$ cat config.mk
export PLATFORM = sky130hd
export DESIGN_NAME = debounce_bank
export DESIGN_NICKNAME = d
export VERILOG_FILES = /design/src/rtl/debounce_bank.sv
export SDC_FILE = /design/constraint.sdc
export NUM_CORES = 1
export LEC_CHECK = 0
export CAP_MARGIN = 0
export CORE_ASPECT_RATIO = 1.25
export CORE_MARGIN = 8
export CORE_UTILIZATION = 55
export CTS_CLUSTER_DIAMETER = 40
export DETAILED_ROUTE_END_ITERATION = 10
export GPL_ROUTABILITY_DRIVEN = 0
export PLACE_DENSITY = 0.78
export SYNTH_ARGS = -nofsm -noshare
export SYNTH_HDL_FRONTEND = slang
export SYNTH_SLANG_ARGS = --single-unit
export TNS_END_PERCENT = 30
$ cat constraint.sdc
create_clock -name i_clk -period 2.1 [get_ports i_clk]
set_clock_uncertainty 0.05 [all_clocks]
set_input_delay 0.42 -clock i_clk [delete_from_list [all_inputs] [get_ports i_clk]]
set_output_delay 0.42 -clock i_clk [all_outputs]
set_load 0.01 [all_outputs]
$ cat src/rtl/debounce_bank.sv
// Multi-channel Schmitt-style debouncer with separate rise/fall qualification
// lengths, driven by an external sample strobe. Each channel runs its own small
// state machine. All outputs are registered, so levels and edge pulses appear one
// clock after the tick that qualifies them.
module debounce_bank #(
    parameter int p_channels = 8,
    parameter int p_rise     = 5,
    parameter int p_fall     = 5
) (
    input  logic                  i_clk,
    input  logic                  i_rst,
    input  logic                  i_tick,
    input  logic [p_channels-1:0] i_in,
    output logic [p_channels-1:0] o_out,
    output logic [p_channels-1:0] o_rise,
    output logic [p_channels-1:0] o_fall,
    output logic [p_channels-1:0] o_stable,
    output logic                  o_change
);

    // The counter only has to reach the longer of the two qualification lengths.
    localparam int max_len_c = (p_rise > p_fall) ? p_rise : p_fall;
    localparam int cw_c      = $clog2(max_len_c + 1);

    localparam logic [cw_c:0]   rise_len_c = (cw_c + 1)'(p_rise);
    localparam logic [cw_c:0]   fall_len_c = (cw_c + 1)'(p_fall);
    localparam logic [cw_c:0]   inc_one_c  = (cw_c + 1)'(1);
    localparam logic [cw_c-1:0] cnt_zero_c = {cw_c{1'b0}};
    localparam logic [cw_c-1:0] cnt_one_c  = cw_c'(1);

    // Bad parameters stop elaboration instead of building a filter that cannot qualify.
    if (p_channels < 1) begin : g_bad_channels
        $error("debounce_bank: p_channels must be >= 1");
    end
    if (p_rise < 1) begin : g_bad_rise
        $error("debounce_bank: p_rise must be >= 1");
    end
    if (p_fall < 1) begin : g_bad_fall
        $error("debounce_bank: p_fall must be >= 1");
    end

    typedef enum logic [2:0] {
        ST_START = 3'd0,
        ST_LOW   = 3'd1,
        ST_RISE  = 3'd2,
        ST_HIGH  = 3'd3,
        ST_FALL  = 3'd4
    } state_t;

    state_t            state_r    [p_channels];
    state_t            state_nx_s [p_channels];
    logic [cw_c-1:0]   cnt_r      [p_channels];
    logic [cw_c-1:0]   cnt_nx_s   [p_channels];
    logic [cw_c:0]     cnt_inc_s  [p_channels];

    logic [p_channels-1:0] out_s;
    logic [p_channels-1:0] rise_s;
    logic [p_channels-1:0] fall_s;
    logic [p_channels-1:0] stable_s;
    logic                  change_s;

    logic [p_channels-1:0] out_r;
    logic [p_channels-1:0] rise_r;
    logic [p_channels-1:0] fall_r;
    logic [p_channels-1:0] stable_r;
    logic                  change_r;

    // Per-channel next state, counter and next output values.
    always_comb begin
        rise_s   = {p_channels{1'b0}};
        fall_s   = {p_channels{1'b0}};
        out_s    = {p_channels{1'b0}};
        stable_s = {p_channels{1'b0}};
        for (int n = 0; n < p_channels; n++) begin
            state_nx_s[n] = state_r[n];
            cnt_nx_s[n]   = cnt_r[n];
            cnt_inc_s[n]  = {1'b0, cnt_r[n]} + inc_one_c;
            case (state_r[n])
                ST_START: begin
                    // Initial acquisition takes the raw level without an edge pulse.
                    if (i_tick) begin
                        state_nx_s[n] = i_in[n] ? ST_HIGH : ST_LOW;
                        cnt_nx_s[n]   = cnt_zero_c;
                    end else begin
                        state_nx_s[n] = ST_START;
                    end
                end
                ST_LOW: begin
                    if (i_tick && i_in[n]) begin
                        cnt_nx_s[n] = cnt_one_c;
                        if (p_rise == 1) begin
                            state_nx_s[n] = ST_HIGH;
                            rise_s[n]     = 1'b1;
                        end else begin
                            state_nx_s[n] = ST_RISE;
                        end
                    end else begin
                        state_nx_s[n] = ST_LOW;
                    end
                end
                ST_RISE: begin
                    if (!i_tick) begin
                        state_nx_s[n] = ST_RISE;
                    end else if (!i_in[n]) begin
                        state_nx_s[n] = ST_LOW;
                        cnt_nx_s[n]   = cnt_zero_c;
                    end else if (cnt_inc_s[n] == rise_len_c) begin
                        state_nx_s[n] = ST_HIGH;
                        cnt_nx_s[n]   = cnt_zero_c;
                        rise_s[n]     = 1'b1;
                    end else begin
                        cnt_nx_s[n]   = cnt_inc_s[n][cw_c-1:0];
                    end
                end
                ST_HIGH: begin
                    if (i_tick && !i_in[n]) begin
                        cnt_nx_s[n] = cnt_one_c;
                        if (p_fall == 1) begin
                            state_nx_s[n] = ST_LOW;
                            fall_s[n]     = 1'b1;
                        end else begin
                            state_nx_s[n] = ST_FALL;
                        end
                    end else begin
                        state_nx_s[n] = ST_HIGH;
                    end
                end
                ST_FALL: begin
                    if (!i_tick) begin
                        state_nx_s[n] = ST_FALL;
                    end else if (i_in[n]) begin
                        state_nx_s[n] = ST_HIGH;
                        cnt_nx_s[n]   = cnt_zero_c;
                    end else if (cnt_inc_s[n] == fall_len_c) begin
                        state_nx_s[n] = ST_LOW;
                        cnt_nx_s[n]   = cnt_zero_c;
                        fall_s[n]     = 1'b1;
                    end else begin
                        cnt_nx_s[n]   = cnt_inc_s[n][cw_c-1:0];
                    end
                end
                default: begin
                    // Corrupted encoding: quietly restart acquisition.
                    state_nx_s[n] = ST_START;
                    cnt_nx_s[n]   = cnt_zero_c;
                end
            endcase
            out_s[n]    = (state_nx_s[n] == ST_HIGH) || (state_nx_s[n] == ST_FALL);
            stable_s[n] = (state_nx_s[n] == ST_LOW)  || (state_nx_s[n] == ST_HIGH);
        end
        change_s = |(rise_s | fall_s);
    end

    // State, counters and registered outputs; reset wins over everything.
    always_ff @(posedge i_clk) begin
        if (i_rst) begin
            for (int n = 0; n < p_channels; n++) begin
                state_r[n] <= ST_START;
                cnt_r[n]   <= cnt_zero_c;
            end
            out_r    <= {p_channels{1'b0}};
            rise_r   <= {p_channels{1'b0}};
            fall_r   <= {p_channels{1'b0}};
            stable_r <= {p_channels{1'b0}};
            change_r <= 1'b0;
        end else begin
            for (int n = 0; n < p_channels; n++) begin
                state_r[n] <= state_nx_s[n];
                cnt_r[n]   <= cnt_nx_s[n];
            end
            out_r    <= out_s;
            rise_r   <= rise_s;
            fall_r   <= fall_s;
            stable_r <= stable_s;
            change_r <= change_s;
        end
    end

    assign o_out    = out_r;
    assign o_rise   = rise_r;
    assign o_fall   = fall_r;
    assign o_stable = stable_r;
    assign o_change = change_r;

endmodule
Word-level counts from Yosys, hierarchy flattened
Memories as Yosys holds them, arrays and structs flattened. Cells that the tools add are included.

Muxes and demuxes: 235. Equal/unequal tests: 64. Reduce and logical (&&, ||, !) cells: 49. Bitwise gates (word level): 17. Add/sub/neg operators: 8.

Operators with widths (number): 3-bit two-way mux (136); 3-bit one-hot mux with 5 select lines (16); 3-bit by 2-bit equality test with 1-bit output, second input constant (24); 1-bit two-way mux (59); 3-bit by 1-bit equality test with 1-bit output, second input constant (16); 3-bit equality test, second input constant (16); 2-bit two-way mux (24); 3-bit by 1-bit adder with 4-bit output, second input constant (8); 4-bit by 3-bit equality test with 1-bit output, second input constant (8); 3-bit logical NOT (8); 1-bit logical AND (16); 1-bit logical OR (16); 1-bit OR (16); 1-bit logical NOT (8); 8-bit OR (1); 8-bit OR reduction (1).

Logic and storage cells: 380. Register bits: 33. Memories kept: 2. Bits in writable memories: 48.

Memory list: cnt_r (depth 8, bits a word 3, rd ports 8, clocked after Yosys merged registers in 0, wr ports 8, RTL line 52) `logic [cw_c-1:0] cnt_r [p_channels];`; state_r (depth 8, bits a word 3, rd ports 8, clocked after Yosys merged registers in 0, wr ports 8, RTL line 50) `state_t state_r [p_channels];`.

Depth between registers and ports, before layout
Gate-level depths: netlist of the first run. An unclocked memory read counts as a cell.

Depth in word-level cells: 9. Mapped depth: 8. Mapped depth without buffers: 7.

Worst setup path after synthesis of the first run
No wires, ideal clock.

Path type: reg-to-reg. Start: mem cnt_r[1][3] in the netlist's numbering. End: reg out_r[5], in the netlist o_out[5]. Arrival time: 1.669 ns. Data required time: 1.991 ns. Path buffers: 0. Slack: 0.322 ns. Stages on the path, launching flop included: 8. Setup time: 0.059 ns. Period minus slack after synthesis: 1.778 ns. Cells stage by stage: dfxtp_1 -> ha_1 -> nand2b_1 -> o21ai_1 -> nand2_1 -> a311o_1 -> a211oi_2 -> a22o_1.

RTL lines: start, declared (RTL line 52); end signal, assigned (RTL line 161) `out_r <= {p_channels{1'b0}};`; end signal, assigned (RTL line 171) `out_r <= out_s;`; end, declared (RTL line 62) `logic [p_channels-1:0] out_r;`.

==> flow_metrics.py, run 1 <==
metrics = {
    "place": {
        "dpl.hpwl_um": 7010,
        "dp_cells": 665,
        "placement.io_buffers": 43,
    },
    "yosys": {
        "ys_ff_latch": 81,
        "synth_nets": 556,
        "synth_common_cells": "dfxtp_1 (81), nor2_1 (48), a21oi_1 (40), inv_1 (38), nand2_1 (38)",
        "synth_cells": 529,
        "syn-cell-area_sq_um": 4300,
        "async_flop_share_pct": 0,
        "synth_area_leaders": "dfxtp_1 (38%), a21oi_1 (4.7%), ha_1 (4.7%), nor2_1 (4.2%), nand2b_1 (3.8%)",
        "synth_cell_types": 62,
        "yosys_warnings": 0,
        "synth_edf_count": 0,
        "yosysSeqAreaShare_pct": 37.7,
        "avgSynthCellArea_sq_um": 8.12,
        "yosysTopAreaCellShare_pct": 37.7,
        "yosysTopAreaCell": "dfxtp_1",
        "synth_most_common_cell": "dfxtp_1",
        "ys.flop_type": "dfxtp_1",
    },
    "clock_network": {
        "cts_sinks": 81,
        "htree_levels": 3,
        "cts_root_buffer": "clkbuf_8",
        "clock_latency_ns": 0.35,
        "cts_resized": 0,
        "cts_tree": "done",
        "clk_pin_slew_ns": 0.08,
        "cts_buffers": 9,
        "clock_path_buffers": 2,
        "hold_buffers": 0,
        "cts_setup_buffers": 0,
    },
    "critical_path": {
        "crit_fanout": 5,
        "worstSetupEndpointType": "flip-flop",
        "rrSetupSlack_ns": 0.15,
        "cp-start-kind": "flip-flop",
        "critical_path.cell_chain": "ha_1, nand2b_1, o21ai_1, nand2_1, a311o_1, a211oi_2, a21o_1",
        "crit_slowest_cell": "a311o_1",
        "cp_data_arrival_time_ns": 2.21,
        "max_stage_delay_ns": 0.42,
        "worstSetupPathType": "flip-flop to flip-flop",
        "required_ns": 2.35,
    },
    "sta": {
        "slew_viol_final": 0,
        "hold_viol_final": 0,
        "max_slew_margin_pct": 51.5,
        "setup_viol": 0,
        "rsz0062_at_grt": "yes",
        "period_share_pct": 93.1,
        "period_needed_ns": 1.95,
        "fmax_ghz": 0.512,
        "fin_setup_tns_ns": 0,
        "worst_pin_slew_ns": 0.726,
    },
    "cells_and_area": {
        "diodes": 0,
        "multi_input_area_sq_um": 2420,
        "area_growth_pct": 19.9,
        "drive_gt1_share_pct": 10.4,
        "register_area_sq_um": 1620,
        "nNetsFinal": 608,
        "final_cells": 681,
        "num-fill-cells": 612,
    },
    "routing": {
        "via_per_inst": 5.77,
        "firstDrtPassIters": 7,
        "drt_iter0_markers": 186,
        "vias": 3931,
        "postRouteAntennaNets": 0,
        "routed_wl_um": 9670,
        "routedWlPerCell_um": 14.2,
        "drc": 0,
    },
    "grt": {
        "antenna_found_initial": 0,
        "grt_pass1_wl_um": 16000,
        "grt_pass1_vias": 3660,
        "groute.usage.overall_pct": 17.9,
        "grt_max_degree": 53,
        "grt_overflow": 0,
    },
    "die": {
        "die_h_um": 115,
        "die_w_um": 95.1,
        "core_area_sq_um": 7700,
        "rows": 36,
        "io_pins": 44,
        "dieArea_sq_um": 10900,
        "initial_core_util_pct": 55.8,
    },
    "power_and_ir_drop": {
        "power_density_nw_per_um2": 646,
        "power_w": 0.00333,
        "vdd_drop_max_mv": 0.407,
        "power_leakage_nw": 1.99,
    },
    "status": {
        "outcome": "finished clean",
    },
    "flow_run": {
        "maxCapViolCount": 0,
    },
    "hold_path": {
        "hp-class": "input pin to flip-flop",
    },
}
-- final timing paths --
path	cells after the start	endpoint	start
setup / recovery	7	o_out[1]	cnt_r[0][3]
hold / removal	2	state_r[0][4]	i_rst
setup reg to reg	7	o_out[1]	cnt_r[0][3]
hold reg to reg	2	cnt_r[0][8]	cnt_r[0][8]
-- layout make-up --
| class | count | area share (%) |
|---|---|---|
| flip-flops and latches | 81 | 31.5 |
| well taps | 95 | 2.31 |
| clock buffers | 9 | 2.40 |
| clock inverters | 7 | 1.65 |
| repair buffers | 69 | 12.4 |
| inverters | 39 | 2.84 |
| multi-input cells | 381 | 46.9 |
-- per-stage QoR --
stage	setup WS, ns	utilization (%)	area, sq um	hold slack (ns)
6_report	0.146	66.9	5150	0.363
5_1_grt	0.00179	66.9	5150	0.372
4_1_cts	0.111	66.7	5140	0.358
3_5_place_dp	-0.103	64.0	4930	0.437
3_3_place_gp	-0.0616	64.0	4930	0.421
2_1_floorplan	0.322	-	4300	0.408
-- kinds of logic (layout without fill, tap and decap cells) --
group,Yosys count,in the layout,synth area share (%)
fa+ha+maj,16,16,4.66
buf+inv,67,124,6.35
mux,3,3,0.699
flops,81,81,37.7
compound gates,160,160,25.3
xor+xnor,8,8,1.63
simple gates,194,194,23.6
-- flip-flops by register name, summed over array words and instances (netlist names) --
| name | count |
|---|---|
| o_change | 1 |
| o_out | 8 |
| cnt_r | 24 |
| o_rise | 8 |
| o_fall | 8 |
| state_r | 24 |
| o_stable | 8 |
-- power by group --
part	internal, W	switching (W)	total (W)
Clock	0.000659	0.000554	0.00121
Sequential	0.00160	0.0000664	0.00166
Combinational	0.000206	0.000244	0.000450
Total	0.00246	0.000864	0.00333
-- critical path, delay by kind of cell, from the launching register on --
family | cells | cell delay (ns)
fa+ha+maj | 1 | 0.24
simple gates | 2 | 0.32
flops | 1 | 0.34
compound gates | 4 | 0.94
-- routing by layer --
layer,track usage [%],wire length [um],share of wire [%]
met3,3.20,416,4.3
met4,8.46,151,1.6
met2,30.8,4900,51
met1,20.7,4210,43
met5,0,0,0
-- cell usage in the layout, fill, tap and decap left out, drive strengths merged, types with 16 or more instances in the layout --
| cell type | instances |
|---|---|
| clkdlybuf4s50 | 41 |
| ha | 16 |
| buf | 28 |
| nand2 | 38 |
| a21oi | 40 |
| dfxtp | 81 |
| inv | 39 |
| nand2b | 26 |
| o21ai | 30 |
| nor2 | 49 |
| a211oi | 17 |
(Power assumes the default switching activity.)
==> inputs of run 2 (changes only) <==
--- a/config.mk
+++ b/config.mk
@@ -13,6 +13,7 @@
 export DETAILED_ROUTE_END_ITERATION = 10
 export GPL_ROUTABILITY_DRIVEN = 0
 export PLACE_DENSITY = 0.78
+export REMOVE_ABC_BUFFERS = 1
 export SYNTH_ARGS = -nofsm -noshare
 export SYNTH_HDL_FRONTEND = slang
 export SYNTH_SLANG_ARGS = --single-unit
==> run 2 against run 1 <==
Global-route usage grew 1.2 points. Combinational power about the same. First-iteration DRC count increased by 13%. Maximum frequency decreased by 0.52%. Via count up 3.0%. Sequential power is essentially flat. Final cell count unchanged. Critical path depth unchanged. Clock-buffer cell count grew 2. Largest cell class unchanged. Highest routed layer unchanged.
==> flow_metrics.py, run 2 (synthesis gave the netlist of run 1 again) <==
metrics = {
    "cells_and_area": {
        "final_area_sq_um": 5160,
        "diodes": 0,
        "area_growth_pct": 20.0,
        "fin_util_pct": 67.0,
        "reg_top3": "cnt_r: 24 flops, state_r: 24 flops",
        "register_area_sq_um": 1620,
        "nNetsFinal": 608,
        "multi_input_area_sq_um": 2410,
        "num-fill-cells": 598,
        "drive_gt1_share_pct": 10.1,
        "final_cell_mix": "dfxtp_1 (81), nor2_1 (48), clkdlybuf4s50_1 (41)",
        "final_common_cell": "dfxtp_1",
    },
    "grt": {
        "grt_max_degree": 32,
        "groute.usage.overall_pct": 19.1,
        "antenna_found_initial": 0,
        "grt_overflow": 0,
        "grt_pass1_vias": 4023,
        "grt_pass1_wl_um": 17100,
    },
    "place": {
        "place_area_sq_um": 4910,
        "dpl.hpwl_um": 7230,
        "placement.io_buffers": 43,
    },
    "routing": {
        "postRouteAntennaNets": 0,
        "routed_wl_um": 9900,
        "drt_iter0_markers": 210,
        "firstDrtPassIters": 4,
        "vias": 4048,
        "drc": 0,
        "via_per_inst": 5.94,
        "routedWlPerCell_um": 14.5,
    },
    "critical_path": {
        "required_ns": 2.35,
        "rr_worst_depth": 7,
        "cp_data_arrival_time_ns": 2.22,
        "crit_slowest_cell": "a311o_1",
        "critical_path.cell_chain": "ha_1, nand2b_1, o21ai_1, nand2_2, a311o_1, a211oi_2, a22o_1",
        "worstSetupPathType": "flip-flop to flip-flop",
        "worstSetupEndpointType": "flip-flop",
        "crit_fanout": 6,
        "cp_top_family": "compound AO/OA/AOI/OAI gates",
        "crit_cells": 7,
        "cp-start-kind": "flip-flop",
        "path_buf_inv": 0,
        "max_stage_delay_ns": 0.40,
    },
    "sta": {
        "fmax_ghz": 0.509,
        "period_share_pct": 93.5,
        "fin_setup_tns_ns": 0,
        "hold_viol_final": 0,
        "max_slew_margin_pct": 56.1,
        "worst_pin_slew_ns": 0.656,
        "period_needed_ns": 1.96,
        "slew_viol_final": 0,
        "setup_viol": 0,
    },
    "hold_path": {
        "hp-class": "input pin to flip-flop",
        "hold_depth": 4,
    },
    "power_and_ir_drop": {
        "power_switching_w": 0.000877,
        "swShare_pct": 25.1,
        "p_seq_share_pct": 47.6,
        "power_leakage_nw": 1.99,
        "combPwrFrac_pct": 12.8,
        "clkPwrFrac_pct": 39.7,
        "intPower_w": 0.00262,
        "vdd_drop_max_mv": 0.399,
        "power_density_nw_per_um2": 678,
    },
    "clock_network": {
        "cts_tree": "done",
        "cts_buffers": 9,
        "clock_latency_ns": 0.36,
        "clk_pin_slew_ns": 0.08,
        "htree_levels": 3,
        "cts_root_buffer": "clkbuf_8",
        "cts_sinks": 81,
        "clock_path_buffers": 2,
    },
    "status": {
        "outcome": "finished clean",
    },
    "die": {
        "dieArea_sq_um": 10900,
        "die_h_um": 115,
        "rows": 36,
        "initial_core_util_pct": 55.8,
        "core_area_sq_um": 7700,
        "io_pins": 44,
        "die_w_um": 95.1,
    },
    "flow_run": {
        "maxCapViolCount": 0,
    },
}
==> run 2: stage by stage <==
step	power, W	cells	hold slack (ns)	worst slack (ns)
2_1_floorplan	0.00193	501	0.402	0.322
3_3_place_gp	0.00212	665	0.418	-0.0636
3_5_place_dp	0.00214	665	0.430	-0.129
4_1_cts	0.00352	681	0.392	0.127
5_1_grt	0.00365	681	0.445	-0.00359
6_report	0.00350	681	0.406	0.136
==> run 2: per-layer routing <==
metal	share of wire (%)	GRT usage [%]	wire length, um	vias up
met5	0	0	0	-
met4	1.9	10.5	193	0
met3	4.9	4.38	486	22
met2	51	33.3	5030	108
met1	42	20.7	4190	1920
li1	-	-	-	1998
==> run 2: power by group through the flow <==
stage / sequential (W) / clock, W / combinational (W)
after floorplan: 0.00169 / 0 / 0.000232
after CTS: 0.00166 / 0.00142 / 0.000444
after global routing: 0.00167 / 0.00148 / 0.000499
after detailed placement: 0.00170 / 0 / 0.000440
after global placement: 0.00169 / 0 / 0.000425
final: 0.00166 / 0.00139 / 0.000447
==> run 2: cell type report <==
cell class                 instances  area share [%]
inverter                          39            2.84
clock buffer                      11            2.74
tap                               95            2.30
clock inverter                     5            1.99
sequential                        81            31.4
multi-input combinational        381            46.7
timing repair buffer              69            11.9
==> run 2: path summary, 6_finish.rpt <==
path	startpoint	endpoint	slack, ns
max	cnt_r[1][3]	o_out[5]	0.14
min	i_rst	o_stable[4]	0.41
max reg2reg	cnt_r[1][3]	o_out[5]	0.14
min reg2reg	cnt_r[0][11]	cnt_r[0][11]	0.45
==> run 2: what timing repair did <==
| item | in CTS | in global routing |
|---|---|---|
| gates resized for setup | 0 | 3 |
| hold buffers | 0 | 0 |
| endpoints found under the setup margin | 0 | 3 |
| buffers inserted | 0 | 0 |
==> run 2: tightest hold or removal path, stage by stage <==
cell	delay, ns
buf_2	0.13
a21oi_1	0.05
o21ai_0	0.10
a311oi_1	0.06
==> RTL edit (settings of run 1) <==
Change the parameter `p_fall` from 5 to 10.
--- a/src/rtl/debounce_bank.sv
+++ b/src/rtl/debounce_bank.sv
@@ -5,7 +5,7 @@
 module debounce_bank #(
     parameter int p_channels = 8,
     parameter int p_rise     = 5,
-    parameter int p_fall     = 5
+    parameter int p_fall     = 10
 ) (
     input  logic                  i_clk,
     input  logic                  i_rst,
Function: no difference found for any inputs over 4 cycles, from zero or initial values and one cycle with i_rst high; that may be too few to reach the edited logic, so the function may still have changed.
==> RTL edit against run 1 <==
First-iteration DRC count is 120% higher; hold slack better by 0.086 ns; routed wire length is 47% higher; final area is 33% higher; total power is 32% higher; area after synthesis is 28% higher; worst setup slack worse by 0.066 ns; sequential cell count is 8 higher.
==> RTL edit: results <==
export IMPL_outcome="completed"
export IMPL_synth_adder_area_share=0.0544
export IMPL_drtPass1Iterations=5
export IMPL_crit_fanout=3
export IMPL_synth_cells=697
export IMPL_synthTopCellsByCount="89 x dfxtp_1, 75 x nor2_1, 48 x nand2_1"
export IMPL_reg_top3="cnt_r (32), state_r (24)"
export IMPL_slowest_stage="o41a_1"
export IMPL_drive_gt1_frac=0.154
export IMPL_dp_slack_ns=-0.134
export IMPL_gr_usage_all_layers=0.211
export IMPL_post_route_period_util=0.962
export IMPL_timing_hold_ws_ns=0.450
export IMPL_min_from="cnt_r[1][5]"
export IMPL_drtIter0Drc=403
export IMPL_syn_nets=732
export IMPL_h_tree_depth=3
export IMPL_dp_cells=889
export IMPL_ys_top_cells_by_area="dfxtp_1 32%, ha_1 5.4%, nor2_1 5.1%"
export IMPL_synth_compound_area_frac=0.274
export IMPL_vias_per_cell=6.05
export IMPL_clk_pin_slew_ns=0.06
export IMPL_crit_start="cnt_r[0][1]"
export IMPL_grt_pass1_vias=5242
export IMPL_worstReg2RegEnd="o_change"
export IMPL_nNetsFinal=809
export IMPL_r2r_slack_ns=0.08
export IMPL_placed_area_mm2=0.00639
export IMPL_clk_latency_ns=0.34
export IMPL_synth_xor_area_share=0.0143
export IMPL_cts_root_buf="clkbuf_16"
export IMPL_clk_path_buf_depth=2
export IMPL_wl_um=14200
export IMPL_internal_power_uw=3300
export IMPL_ys_seq_area_frac=0.323
export IMPL_ir_drop_v=0.000416
export IMPL_critical_path_max_stage_delay_ns=0.45
export IMPL_worst_pin_slew_ns=0.515
export IMPL_portBuffers=43
export IMPL_ys_types=82
export IMPL_grt_pass1_wl_um=23900
export IMPL_final_cells=908
export IMPL_grt_max_degree=36
export IMPL_hold_class="flip-flop to flip-flop"
export IMPL_p_leak_uw=0.00257
export IMPL_muxShareOfSynthArea=0.00544
export IMPL_rr_startpoint="cnt_r[0][1]"
export IMPL_place_hpwl_um=10400
## RTL edit: changes by cell type after synthesis, moves of 8 or more
cell      change
dfxtp_1       +8
nand2b_1      -9
a31oi_1      +11
nand3_1       +8
nor2_1       +27
clkbuf_1      +9
nor3_1       +11
ha_1          +8
nand2_1      +10
inv_1         +8
nor2b_1      +20
## RTL edit: layout make-up
cell class	count	area [um2]
Tap cell	129	161
Sequential cell	89	1790
Timing Repair Buffer	101	881
Clock buffer	9	225
Inverter	47	176
Clock inverter	7	141
Multi-Input combinational cell	526	3470
Fill cell	835	3100
## RTL edit: power groups by stage
| stage | clock network [uW] | logic (uW) | registers [uW] |
|---|---|---|---|
| 2_1_floorplan | 0 | 377 | 1840 |
| 3_3_place_gp | 0 | 552 | 1860 |
| 3_5_place_dp | 0 | 566 | 1870 |
| 4_1_cts | 1990 | 572 | 1830 |
| 5_1_grt | 2050 | 636 | 1840 |
| 6_report | 1960 | 579 | 1830 |
## RTL edit: worst max-delay path, delay by kind of cell, from the launching register on
kind                       cells  cell delay, ns
buffers and inverters          1            0.07
AOI/OAI and AO/OA              3            0.92
DFF                            1            0.35
and+or+nand+nor                2            0.33
adders and majority gates      1            0.19
## RTL edit: worst min path at each step
stage,endpoint,depth (start not counted)
after CTS,o_change,3
after global placement,cnt_r[0][10],2
after detailed placement,cnt_r[1][6],2
after floorplan,cnt_r[1][6],2
final,cnt_r[1][5],2
after global routing,cnt_r[0][9],2
## RTL edit: what timing repair did
action / in CTS / in global routing
setup endpoints to repair: 1 / 18
pin swaps: 0 / 3
gates resized for setup: 0 / 26
setup buffers: 1 / 2
## RTL edit: routing by layer
metal  global-route usage  wire [um]  up-vias
met5                    0          0        -
met4               0.0855        353        0
met3               0.0458        659       35
met2                0.377       7160      162
met1                0.236       6020     2609
li1                     -          -     2683
